[config.mk]
export PLATFORM = sky130hd
export DESIGN_NAME = shift_add_mult_ctrl
export DESIGN_NICKNAME = d
export VERILOG_FILES = /design/src/rtl/mult_pkg.sv /design/src/rtl/mult_bit_counter.sv /design/src/rtl/shift_add_mult_ctrl.sv
export SDC_FILE = /design/constraint.sdc
export NUM_CORES = 1
export LEC_CHECK = 0
export ABC_CLOCK_PERIOD_IN_PS = 6000
export CELL_PAD_IN_SITES_DETAIL_PLACEMENT = 0
export CELL_PAD_IN_SITES_GLOBAL_PLACEMENT = 2
export CORE_ASPECT_RATIO = 0.75
export CORE_MARGIN = 4
export CORE_UTILIZATION = 34
export CTS_CLUSTER_SIZE = 30
export DETAILED_ROUTE_END_ITERATION = 7
export PLACE_DENSITY = 0.84
export SYNTH_ARGS = -nofsm -noshare
export SYNTH_HDL_FRONTEND = slang
export SYNTH_SLANG_ARGS = --single-unit
[constraint.sdc]
create_clock -name Clk -period 6 [get_ports Clk]
set_clock_uncertainty 0.05 [all_clocks]
set_input_delay 1.2 -clock Clk [delete_from_list [all_inputs] [get_ports Clk]]
set_output_delay 1.2 -clock Clk [all_outputs]
set_load 0.01 [all_outputs]
[src/rtl/mult_pkg.sv]
// rtl/mult_pkg.sv - shared types and constants for the shift-and-add multiplier sequencer
// Purpose: sequencer state encoding, default operand width and bit-counter width.
// Ports: none (package).
package mult_pkg;

    localparam int WORD_LENGTH_DEFAULT = 8;

    // Counter must index bit positions 0..word_length-1.
    function automatic int count_width(input int word_length);
        return (word_length <= 2) ? 1 : $clog2(word_length);
    endfunction

    localparam int COUNT_WIDTH = count_width(WORD_LENGTH_DEFAULT);

    typedef enum logic [1:0] {
        ST_IDLE = 2'd0,
        ST_LOAD = 2'd1,
        ST_RUN  = 2'd2,
        ST_DONE = 2'd3
    } state_t;

endpackage

[src/rtl/mult_bit_counter.sv]
// rtl/mult_bit_counter.sv - bit-position counter with terminal-count flag
// Purpose: counts serial bit positions 0..WORD_LENGTH-1 for the multiplier sequencer.
// Ports:
//   clk_i    in  rising-edge clock
//   reset_i  in  synchronous active-high reset (clears count)
//   clr_i    in  synchronous clear
//   inc_i    in  increment by one
//   count_o  out current bit position
//   tc_o     out high when count_o == WORD_LENGTH-1
module mult_bit_counter #(
    parameter int WORD_LENGTH = mult_pkg::WORD_LENGTH_DEFAULT,
    parameter int COUNT_WIDTH = mult_pkg::count_width(WORD_LENGTH)
) (
    input  logic                   clk_i,
    input  logic                   reset_i,
    input  logic                   clr_i,
    input  logic                   inc_i,
    output logic [COUNT_WIDTH-1:0] count_o,
    output logic                   tc_o
);

    logic [COUNT_WIDTH-1:0] count_q;
    logic [COUNT_WIDTH-1:0] count_d;

    always_comb begin
        count_d = count_q;
        if (clr_i) begin
            count_d = '0;
        end else if (inc_i) begin
            count_d = count_q + COUNT_WIDTH'(1);
        end
    end

    always_ff @(posedge clk_i) begin
        if (reset_i) begin
            count_q <= '0;
        end else begin
            count_q <= count_d;
        end
    end

    assign count_o = count_q;
    assign tc_o    = (count_q == COUNT_WIDTH'(WORD_LENGTH - 1));

endmodule

[src/rtl/shift_add_mult_ctrl.sv]
// rtl/shift_add_mult_ctrl.sv - shift-and-add multiplier sequencer driving an external PISO
// Purpose: captures two unsigned operands on Start, loads the multiplier into an external
// parallel-in/serial-out register, shifts it WORD_LENGTH times and accumulates the product
// from the returned LSB-first bit stream. Optional macro SHIFT_ADD_MULT_ZERO_SKIP_EN makes
// runs with a zero operand skip the load/shift sequence.
// Ports:
//   Clk              in  rising-edge clock
//   Reset            in  synchronous active-high reset
//   Start            in  request, accepted only while Ready=1
//   Multiplicand     in  operand A, captured on accept
//   Multiplier       in  operand B, captured on accept and sent to the PISO
//   Serial_In        in  current LSB of the PISO
//   Ready            out high only in IDLE
//   Done             out one-cycle completion pulse
//   Product          out 2*WORD_LENGTH-bit result, held until the next run completes
//   Piso_Enable      out PISO enable
//   Piso_Shift_Load  out 1 = load Piso_Data, 0 = shift right
//   Piso_Data        out captured Multiplier
module shift_add_mult_ctrl
    import mult_pkg::*;
#(
    parameter int WORD_LENGTH = WORD_LENGTH_DEFAULT
) (
    input  logic                     Clk,
    input  logic                     Reset,
    input  logic                     Start,
    input  logic [WORD_LENGTH-1:0]   Multiplicand,
    input  logic [WORD_LENGTH-1:0]   Multiplier,
    input  logic                     Serial_In,
    output logic                     Ready,
    output logic                     Done,
    output logic [2*WORD_LENGTH-1:0] Product,
    output logic                     Piso_Enable,
    output logic                     Piso_Shift_Load,
    output logic [WORD_LENGTH-1:0]   Piso_Data
);

    localparam int CNT_W = count_width(WORD_LENGTH);
    localparam int PW    = 2 * WORD_LENGTH;

    state_t                 state_q, state_d;
    logic [WORD_LENGTH-1:0] mcand_q, mcand_d;
    logic [WORD_LENGTH-1:0] piso_data_q, piso_data_d;
    logic [PW-1:0]          acc_q, acc_d;
    logic [PW-1:0]          product_q, product_d;
    logic                   skip_q, skip_d;
    logic                   ready_q, done_q, en_q, sl_q;

    logic                   cnt_clr, cnt_inc, cnt_tc;
    logic [CNT_W-1:0]       cnt;

    logic [PW-1:0]          mcand_ext;
    logic                   zero_operand;

    mult_bit_counter #(
        .WORD_LENGTH (WORD_LENGTH),
        .COUNT_WIDTH (CNT_W)
    ) u_bit_counter (
        .clk_i   (Clk),
        .reset_i (Reset),
        .clr_i   (cnt_clr),
        .inc_i   (cnt_inc),
        .count_o (cnt),
        .tc_o    (cnt_tc)
    );

    assign mcand_ext = {{WORD_LENGTH{1'b0}}, mcand_q};

`ifdef SHIFT_ADD_MULT_ZERO_SKIP_EN
    assign zero_operand = (Multiplicand == '0) || (Multiplier == '0);
`else
    assign zero_operand = 1'b0;
`endif

    always_comb begin
        state_d     = state_q;
        mcand_d     = mcand_q;
        piso_data_d = piso_data_q;
        acc_d       = acc_q;
        product_d   = product_q;
        skip_d      = skip_q;
        cnt_clr     = 1'b0;
        cnt_inc     = 1'b0;

        case (state_q)
            ST_IDLE: begin
                if (Start) begin
                    mcand_d     = Multiplicand;
                    piso_data_d = Multiplier;
                    acc_d       = '0;
                    skip_d      = zero_operand;
                    cnt_clr     = 1'b1;
                    state_d     = ST_LOAD;
                end
            end
            ST_LOAD: begin
                // A skipped run spends this cycle with the PISO disabled so that
                // Done still lands one edge after accept, carrying a zero product.
                if (skip_q) begin
                    product_d = acc_q;
                    state_d   = ST_DONE;
                end else begin
                    state_d = ST_RUN;
                end
            end
            ST_RUN: begin
                // Serial_In carries multiplier bit cnt on this edge.
                if (Serial_In) begin
                    acc_d = acc_q + (mcand_ext << cnt);
                end
                cnt_inc = 1'b1;
                if (cnt_tc) begin
                    product_d = acc_d;
                    state_d   = ST_DONE;
                end
            end
            ST_DONE: begin
                state_d = ST_IDLE;
            end
            default: begin
                state_d = ST_IDLE;
            end
        endcase
    end

    // Outputs are decoded from next state and registered so they change
    // together with the state and have no input-to-output paths.
    always_ff @(posedge Clk) begin
        if (Reset) begin
            state_q     <= ST_IDLE;
            mcand_q     <= '0;
            piso_data_q <= '0;
            acc_q       <= '0;
            product_q   <= '0;
            skip_q      <= 1'b0;
            ready_q     <= 1'b1;
            done_q      <= 1'b0;
            en_q        <= 1'b0;
            sl_q        <= 1'b0;
        end else begin
            state_q     <= state_d;
            mcand_q     <= mcand_d;
            piso_data_q <= piso_data_d;
            acc_q       <= acc_d;
            product_q   <= product_d;
            skip_q      <= skip_d;
            ready_q     <= (state_d == ST_IDLE);
            done_q      <= (state_d == ST_DONE);
            en_q        <= ((state_d == ST_LOAD) && !skip_d) || (state_d == ST_RUN);
            sl_q        <= (state_d == ST_LOAD) && !skip_d;
        end
    end

    assign Ready           = ready_q;
    assign Done            = done_q;
    assign Product         = product_q;
    assign Piso_Enable     = en_q;
    assign Piso_Shift_Load = sl_q;
    assign Piso_Data       = piso_data_q;

endmodule

Yosys cells after proc, flatten, opt, wreduce, memory -nomap -nowiden
Index checks and enable logic that the tools add are counted.

Bits in registers: 58. Input bits: 20. Output and inout bits: 28. Logic and storage cells: 50.

$add $sub $neg: 2. Equality and inequality tests: 10. Shifts and indexed selects: 1. Mux-type cells: 15. Reductions and logical operators: 11.

Operator list (count): two-way mux 16 bit (4); case mux 16 bit (2 select lines) (2); adder 16 bit (1); left shift 8 x 3 -> 16 bit (1); == test 2 bit, second input constant (4); case mux 2 bit (4 select lines) (1); two-way mux 1 bit (6); != test 2 bit, second input constant (3); == test 2 x 1 -> 1 bit, second input constant (2); logical NOT 2 bit (2); two-way mux 2 bit (2); AND reduction 2 bit (2); nonzero test 2 bit (2); adder 3 x 1 -> 3 bit, second input constant (1); == test 3 bit, second input constant (1); AND reduction 3 bit (1); OR reduction 2 bit (1); logical AND 1 bit (1); logical NOT 1 bit (1); logical OR 1 bit (1).

Depth between registers and ports, before layout
Word-level depth: 6. Depth in mapped cells: 13. Depth with buffers taken out: 12.

Modules after synthesis
Synthesis repeated with hierarchy kept, for this count alone.

Cells, all modules: 422. Area, all modules: 3308.2 um^2.

Modules (own cells, without submodules): shift_add_mult_ctrl (instances 1, cells an instance 411, area each 3174.3 um^2, seq. area each 1101.1 um^2); mult_bit_counter (instances 1, cells an instance 11, area each 133.9 um^2, seq. area each 60.1 um^2).

Worst setup path after synthesis
No wires, ideal clock.

Path kind: register -> register. From: register u_bit_counter.count_q[1] (netlist: u_bit_counter.count_o[1]). To: register acc_q[7]. Setup time: 0.117 ns. Arrival time: 2.989 ns. Required time: 5.833 ns. Slack: 2.844 ns. Stages on the path, launching flop included: 13. Buffers on the path: 2. Period minus slack after synthesis: 3.156 ns. Path through: dfxtp_1 -> clkbuf_1 -> clkbuf_1 -> mux2i_1 -> mux2_2 -> o22ai_1 -> ha_1 -> a21oi_1 -> nand2_1 -> o21ba_2 -> or3_1 -> a31o_2 -> a32o_1.

Word-level cells in the longest chain between the ends: 4.

Ends and longest elaborated chain: from (decl) (RTL line mult_bit_counter.sv:22) `logic [COUNT_WIDTH-1:0] count_q;`; from (signal assigned) (RTL line mult_bit_counter.sv:38) `count_q <= count_d;`; left shift 8 x 3 -> 16 bit (RTL line shift_add_mult_ctrl.sv:109) `acc_d = acc_q + (mcand_ext << cnt);`; adder 16 bit (RTL line shift_add_mult_ctrl.sv:109); two-way mux 16 bit (RTL line shift_add_mult_ctrl.sv:108) `if (Serial_In) begin`; case mux 16 bit (2 select lines) (RTL line shift_add_mult_ctrl.sv:85) `case (state_q)`; to (signal assigned) (RTL line shift_add_mult_ctrl.sv:133) `acc_q <= '0;`; to (signal assigned) (RTL line shift_add_mult_ctrl.sv:144) `acc_q <= acc_d;`; to (decl) (RTL line shift_add_mult_ctrl.sv:44) `logic [PW-1:0] acc_q, acc_d;`.

Every way passes these cells. A chain may end at the register's enable or synchronous reset.

Worst setup path in the final report
From: register u_bit_counter.count_q[1] (netlist: u_bit_counter.count_o[1]). To: register product_q[15] (netlist: Product[15]).

Word-level cells in the longest chain between the ends: 5. Elaborated cells between the ends (all ways): 8. Those cells by class: add/sub (1); eq/ne (2); shift (1); mux (3); reduce/logical (1).

Ends and longest elaborated chain: left shift 8 x 3 -> 16 bit (RTL line shift_add_mult_ctrl.sv:109); adder 16 bit (RTL line shift_add_mult_ctrl.sv:109); two-way mux 16 bit (RTL line shift_add_mult_ctrl.sv:108); two-way mux 16 bit (RTL line shift_add_mult_ctrl.sv:112) `if (cnt_tc) begin`; case mux 16 bit (2 select lines) (RTL line shift_add_mult_ctrl.sv:85); to (signal assigned) (RTL line shift_add_mult_ctrl.sv:145) `product_q <= product_d;`; to (decl) (RTL line shift_add_mult_ctrl.sv:45) `logic [PW-1:0] product_q, product_d;`.

Parallel ways exist; a longest one is shown, timed or not. The select of a mux whose other input is x is not followed.

==> out/qor.csv <==
stage;metric;value;unit
logic_synthesis;yosys_register_bits;58;
route;postRouteAntennaNets;0;
cts;clock_latency;330;ps
pwr;power.share.clock;35.9;%
logic_synthesis;synth_area_leader_cell;dfxtp_1;
placement;place_hpwl;6750;um
layout;drive_gt1_share;6.16;%
cts;cts_hold_buf;0;
logic_synthesis;synth_flop_cell;dfxtp_1;
sta;drv_slew;0;
logic_synthesis;yosys_warnings;0;
cts;postCtsSetupBuffers;0;
logic_synthesis;synth-edff-count;0;
logic_synthesis;yosys-top-cells-area;dfxtp_1 34%, nand2_1 7.9%, ha_1 7.4%;
route;wl_per_cell;15.1;um
layout;synthToLayoutAreaGrowth;26.0;%
placement;io_buffers;47;
grt;first_global_vias;2856;
critical_path;regToRegStartpoint;u_bit_counter.count_o[1];
critical_path;worst-setup-path-type;flop to flop;
layout;final_nets;507;
logic_synthesis;synth-async-reset-ratio;0;%
logic_synthesis;synthCells;432;
placement;place_congestion;0.897;
cts;clock-sinks;58;
sta;rsz0062_at_grt;false;
sta;fmax;302;MHz
sta;fin_ws;2690;ps
critical_path;worstSetupStartpointType;flop;
pwr;p_sw;0.000524;W
sta;hold_viol;0;
route;via_per_inst;5.23;
outcome;run_status;finished, final reports clean;
logic_synthesis;synth_top_area_share;34.2;%
pwr;pwr-share-seq;30.5;%
placement;pre_cts_ws;2510;ps
pwr;intPower;0.00104;W
grt;antenna_found_initial;0;
grt;grt_pass1_wl;14900;um
route;drc;0;
critical_path;ff2ff_path_depth;11;
min_path;hold_end;Product[4];
sta;tns;0;ps
cts;tritoncts;yes;
floorplan;coreArea;0.00970;mm2
grt;grt_start_max_net_pins;43;
cts;cts_buffers;9;
pwr;p_comb_share;33.5;%
run;max_cap_viol_count;0;
layout;num_antenna_cells;0;
route;first_pass_iters;5;
cts;cts_resized;0;
route;dr.first_iter.drc_count;241;
grt;grt.overflow.total;0;
floorplan;num_rows;31;
sta;finalCritPeriodShare;55.2;%
sta;setup_violations;0;
pwr;totalPowerFinal;0.00157;W
min_path;min_delay_path_depth;2;
floorplan;initial_utilization;35.0;%
sta;relSlewSlack;48.6;%
floorplan;die_w;123;um
logic_synthesis;netlist_area;0.00339;mm2
pwr;power.leakage;1.63;nW
layout;num-fill-cells;990;
critical_path;cp.arrival;3460;ps
sta;tightest_slew;771;ps
logic_synthesis;avgSynthCellArea;7.85;um2
floorplan;dieArea;0.0117;mm2
critical_path;regToRegSetupSlack;2690;ps
logic_synthesis;syn_nets;473;
pwr;power_density;367;mW/mm2
logic_synthesis;ys_seq_area_share;34.2;%
critical_path;rr_endpoint;Product[15];
grt;grtUsageTotal;16.6;%
min_path;hp-class;flop to flop;
critical_path;crit_fanout;15;
cts;clockRootBuffer;clkbuf_16;
sta;period_minus_slack;3310;ps
logic_synthesis;synth_cell_types;56;
cts;cts.htree.levels;3;
cts;worst_setup_hold_path_clk_slew;50;ps
route;wl;9120;um
floorplan;die_h;94.5;um
critical_path;critPathRequiredTime;6140;ps
min_path;min_from;Product[4];
pwr;switching_share;33.5;%
route;vias;3154;
critical_path;end_kind;flop;
pwr;peakVddDrop;0.145;mV
cts;clockBufferDepth;2;
floorplan;ios;48;
[through the flow]
step                      utilization (%)  hold slack, ps  instances  area [um2]
after floorplan                         -             395        432        3390
after global placement               40.7             397        587        3940
after detailed placement             40.7             399        587        3940
after CTS                            44.1             406        603        4270
after global routing                 44.1             425        603        4270
final                                44.1             405        603        4270
[cell type report]
cell class | instances | area, um2 | area share, %
clock buffer | 12 | 256 | 6.00
clock inverter | 4 | 73.8 | 1.73
inverter | 9 | 33.8 | 0.790
multi-input combinational | 339 | 2100 | 49.1
sequential | 58 | 1160 | 27.2
tap | 132 | 165 | 3.86
timing repair buffer | 49 | 485 | 11.4
[power by group through the flow]
stage / registers, W / logic, W / clock network [W]
after global routing: 0.000487 / 0.000595 / 0.000595
final: 0.000479 / 0.000526 / 0.000563
after global placement: 0.000486 / 0.000527 / 0
after floorplan: 0.000491 / 0.000352 / 0
after CTS: 0.000480 / 0.000532 / 0.000580
after detailed placement: 0.000487 / 0.000528 / 0
[cells by family (layout without fill, tap and decap cells)]
group | count (synthesis) | after routing | share of synthesized area, %
muxes | 20 | 20 | 6.12
AOI/OAI and AO/OA | 127 | 127 | 24.3
adders and majority gates | 21 | 21 | 7.96
and+or+nand+nor | 162 | 162 | 21.1
buffers and inverters | 35 | 74 | 3.95
xor gates and xnor gates | 9 | 9 | 2.32
DFF | 58 | 58 | 34.2
[worst max-delay path by stage]
| stage | start | endpoint | slack, ps | depth (start not counted) |
|---|---|---|---|---|
| 2_1_floorplan | u_bit_counter.count_o[1] | acc_q[7] | 2840 | 12 |
| 3_3_place_gp | Start | acc_q[13] | 2600 | 6 |
| 5_1_grt | u_bit_counter.count_o[1] | Product[15] | 2330 | 10 |
| 6_report | u_bit_counter.count_o[1] | Product[15] | 2690 | 11 |
| 4_1_cts | u_bit_counter.count_o[1] | Product[15] | 2690 | 10 |
| 3_5_place_dp | Start | acc_q[13] | 2510 | 6 |
[synthesized netlist by cell type (all sizes together) (5+ instances only)]
library cell,n
a21oi,47
and2,9
and3,8
buf,5
clkbuf,21
dfxtp,58
ha,20
inv,8
mux2,6
mux2i,14
nand2,71
nand3,5
nor2,42
nor3,12
o21ai,22
o22ai,7
xnor2,6
[placed cells by master (no fill, tap or decap), types with 5 or more instances in the layout]
cell type        instances
nand2_1                 71
dfxtp_1                 58
a21oi_1                 47
clkdlybuf4s50_1         47
nor2_1                  42
o21ai_0                 21
ha_1                    20
mux2i_1                 14
nor3_1                  12
and2_1                   9
clkbuf_16                9
inv_1                    8
and3_1                   8
o22ai_1                  7
mux2_2                   6
xnor2_1                  6
nand3_1                  5
[worst max-delay path: stages (launching register included)]
cell,delay (ps)
dfxtp_1,680
mux2_2,410
nand2_1,60
o21ai_0,100
and2_1,200
ha_1,350
and2_1,210
nand3_1,210
o221a_2,300
nor2_1,70
a2111oi_0,460
a211oi_1,70
[metal layers]
layer	up-vias	global-route usage [%]	part of all wire (%)
met3	2	6.17	7.4
met4	0	3.87	0.42
met2	87	22.1	39
met1	1448	24.9	53
li1	1617	-	-
met5	-	0	0
[sequential cells by signal (all words and copies together), names as in the netlist]
name	flops
state_q	2
acc_q	16
Piso_Enable	1
Piso_Data	8
u_bit_counter.count_o	3
Ready	1
Product	16
mcand_q	8
Piso_Shift_Load	1
Done	1
skip_q	1
Power figures use the tool's default switching activity.
==> patch, RTL diff (same flow settings) <==
Add a define of `SHIFT_ADD_MULT_ZERO_SKIP_EN`.
--- a/src/rtl/shift_add_mult_ctrl.sv
+++ b/src/rtl/shift_add_mult_ctrl.sv
@@ -16,6 +16,8 @@
 //   Piso_Enable      out PISO enable
 //   Piso_Shift_Load  out 1 = load Piso_Data, 0 = shift right
 //   Piso_Data        out captured Multiplier
+`define SHIFT_ADD_MULT_ZERO_SKIP_EN
+
 module shift_add_mult_ctrl
     import mult_pkg::*;
 #(
Behaviour: not the same (a bounded check fails within 4 cycles, from zero or initial values and one cycle with Reset high).
==> patch against the unedited design <==
- area after synthesis fell by 1.1%
- worst setup slack got worse by 230 ps
- first-iteration DRC count rose by 8.3%
- power rose by 17%
- sequential power rose by 8.8%
- cell area fell by 1.1%
- sequential cell count did not move
- routed wire length fell by 0.18%
- critical path type is now in2reg
==> patch: results (changes against the unedited design) <==
[critical_path] Max stage delay cell, worst path sky130_fd_sc_hd__and2_0 [was sky130_fd_sc_hd__dfxtp_1]
[placed_design] Placed Area 3860 µm² [was 3940 µm²]
[global_route] global-route wire length before repair 14,800 µm [was 14,900 µm]
[placed_design] weighted congestion reported at the end of routability-driven placement 0.804 [was 0.897]
[placed_design] count of buffers inserted at the top-level ports 47 [unchanged]
[global_route] largest net degree at the start of global routing 55 [was 43]
[drt] detailed router's first-iteration violation count 261 [was 241]
[drt] Total Routed Length 9100 µm [was 9120 µm]
[critical_path] maximum fanout encountered on the critical timing path 22 [was 15]
[logic_synthesis] most numerous cell types in the synthesized netlist sky130_fd_sc_hd__nand2_1 (66), sky130_fd_sc_hd__dfxtp_1 (58), sky130_fd_sc_hd__nor2_1 (44), sky130_fd_sc_hd__a21oi_1 (37), sky130_fd_sc_hd__ha_1 (20) [was sky130_fd_sc_hd__nand2_1 (71), sky130_fd_sc_hd__dfxtp_1 (58), sky130_fd_sc_hd__a21oi_1 (47), sky130_fd_sc_hd__nor2_1 (42)]
[outcome] run status finished, final reports clean [unchanged]
[clocking] number of buffers added by the clock tree synthesis step 9 [unchanged]
[logic_synthesis] Cell variety after synth 56 [unchanged]
[logic_synthesis] post-synthesis sequential area ratio 34.6% [was 34.2%]
[logic_synthesis] synthesized netlist net count 450 [was 473]
[clocking] number of buffers on the longest clock path 2 [unchanged]
[global_route] GRT Util Overall 16.4% [was 16.6%]
[finish] share of layout cells above drive strength 1 7.76% [was 6.16%]
[drt] DR pass1 iterations 4 [was 5]
[critical_path] slowest cell delay on critical path 860 ps [was 680 ps]
[global_route] vias in the first global route 2,855 [was 2,856]
[sta] worst-margin pin slew 1090 ps [was 771 ps]
[power_and_ir_drop] VDD IR-drop max 0.371 mV [was 0.145 mV]
[placed_design] Final HPWL DP 6690 µm [was 6750 µm]
[drt] per-cell via count in the routed design 5.15 [was 5.23]
[logic_synthesis] cell types with the largest area share after synthesis sky130_fd_sc_hd__dfxtp_1 (35%), sky130_fd_sc_hd__ha_1 (7.5%), sky130_fd_sc_hd__nand2_1 (7.4%) [was sky130_fd_sc_hd__dfxtp_1 (34%), sky130_fd_sc_hd__nand2_1 (7.9%), sky130_fd_sc_hd__ha_1 (7.4%)]
[power_and_ir_drop] leakage dissipation 1.62 nW [was 1.63 nW]
[finish] final net count 487 [was 507]
## patch: where the power goes
| part | internal [W] | total [W] | switching (W) |
|---|---|---|---|
| sequential | 0.000468 | 0.000521 | 0.0000529 |
| combinational | 0.000282 | 0.000671 | 0.000389 |
| clock | 0.000458 | 0.000636 | 0.000178 |
## patch: kinds of logic (layout without fill, tap and decap cells)
group | count (synthesis) | after routing | share of synthesized area, %
compound gates | 105 | 105 | 21.4
mux | 18 | 18 | 5.56
flops | 58 | 58 | 34.6
buf+inv | 30 | 72 | 4.74
xor+xnor | 13 | 13 | 3.39
simple gates | 164 | 164 | 22.3
fa+ha+maj | 21 | 21 | 8.06
## patch: critical path, delay by kind of cell
family          cells  cell delay (ps)
compound gates      2              640
buf+inv             1              510
simple gates        2             1410
## patch: final timing paths
check                           startpoint     endpoint  slack, ps  depth (start not counted)
setup / recovery                     Start    acc_q[14]       2450                          5
hold / removal                  Product[6]   Product[6]        400                          2
setup reg to reg  u_bit_counter.count_o[1]  Product[15]       2580                         12
hold reg to reg                 Product[6]   Product[6]        400                          2
## patch: stage by stage
| step | instances | hold slack, ps | worst slack (ps) | power [W] | utilization [%] |
|---|---|---|---|---|---|
| floorplan | 409 | 395 | 3080 | 0.000989 | - |
| global placement | 567 | 393 | 2240 | 0.00120 | 40.0 |
| detailed placement | 567 | 395 | 2090 | 0.00120 | 40.0 |
| CTS | 583 | 405 | 2400 | 0.00185 | 43.8 |
| global route | 583 | 432 | 2190 | 0.00195 | 43.8 |
| finish | 583 | 402 | 2450 | 0.00183 | 43.8 |
## patch: layout make-up
| type | count | area, µm² |
|---|---|---|
| clock buffer | 11 | 243 |
| clock inverter | 5 | 125 |
| fill | 961 | 5430 |
| inverter | 9 | 33.8 |
| multi-input combinational | 321 | 2030 |
| sequential | 58 | 1160 |
| tap | 132 | 165 |
| timing repair buffer | 47 | 465 |
## patch: routing by layer
layer	global-route usage [%]	wire length, µm
met1	24.8	4780
met2	22.7	3730
met3	4.27	485
met4	4.29	105
met5	0	0
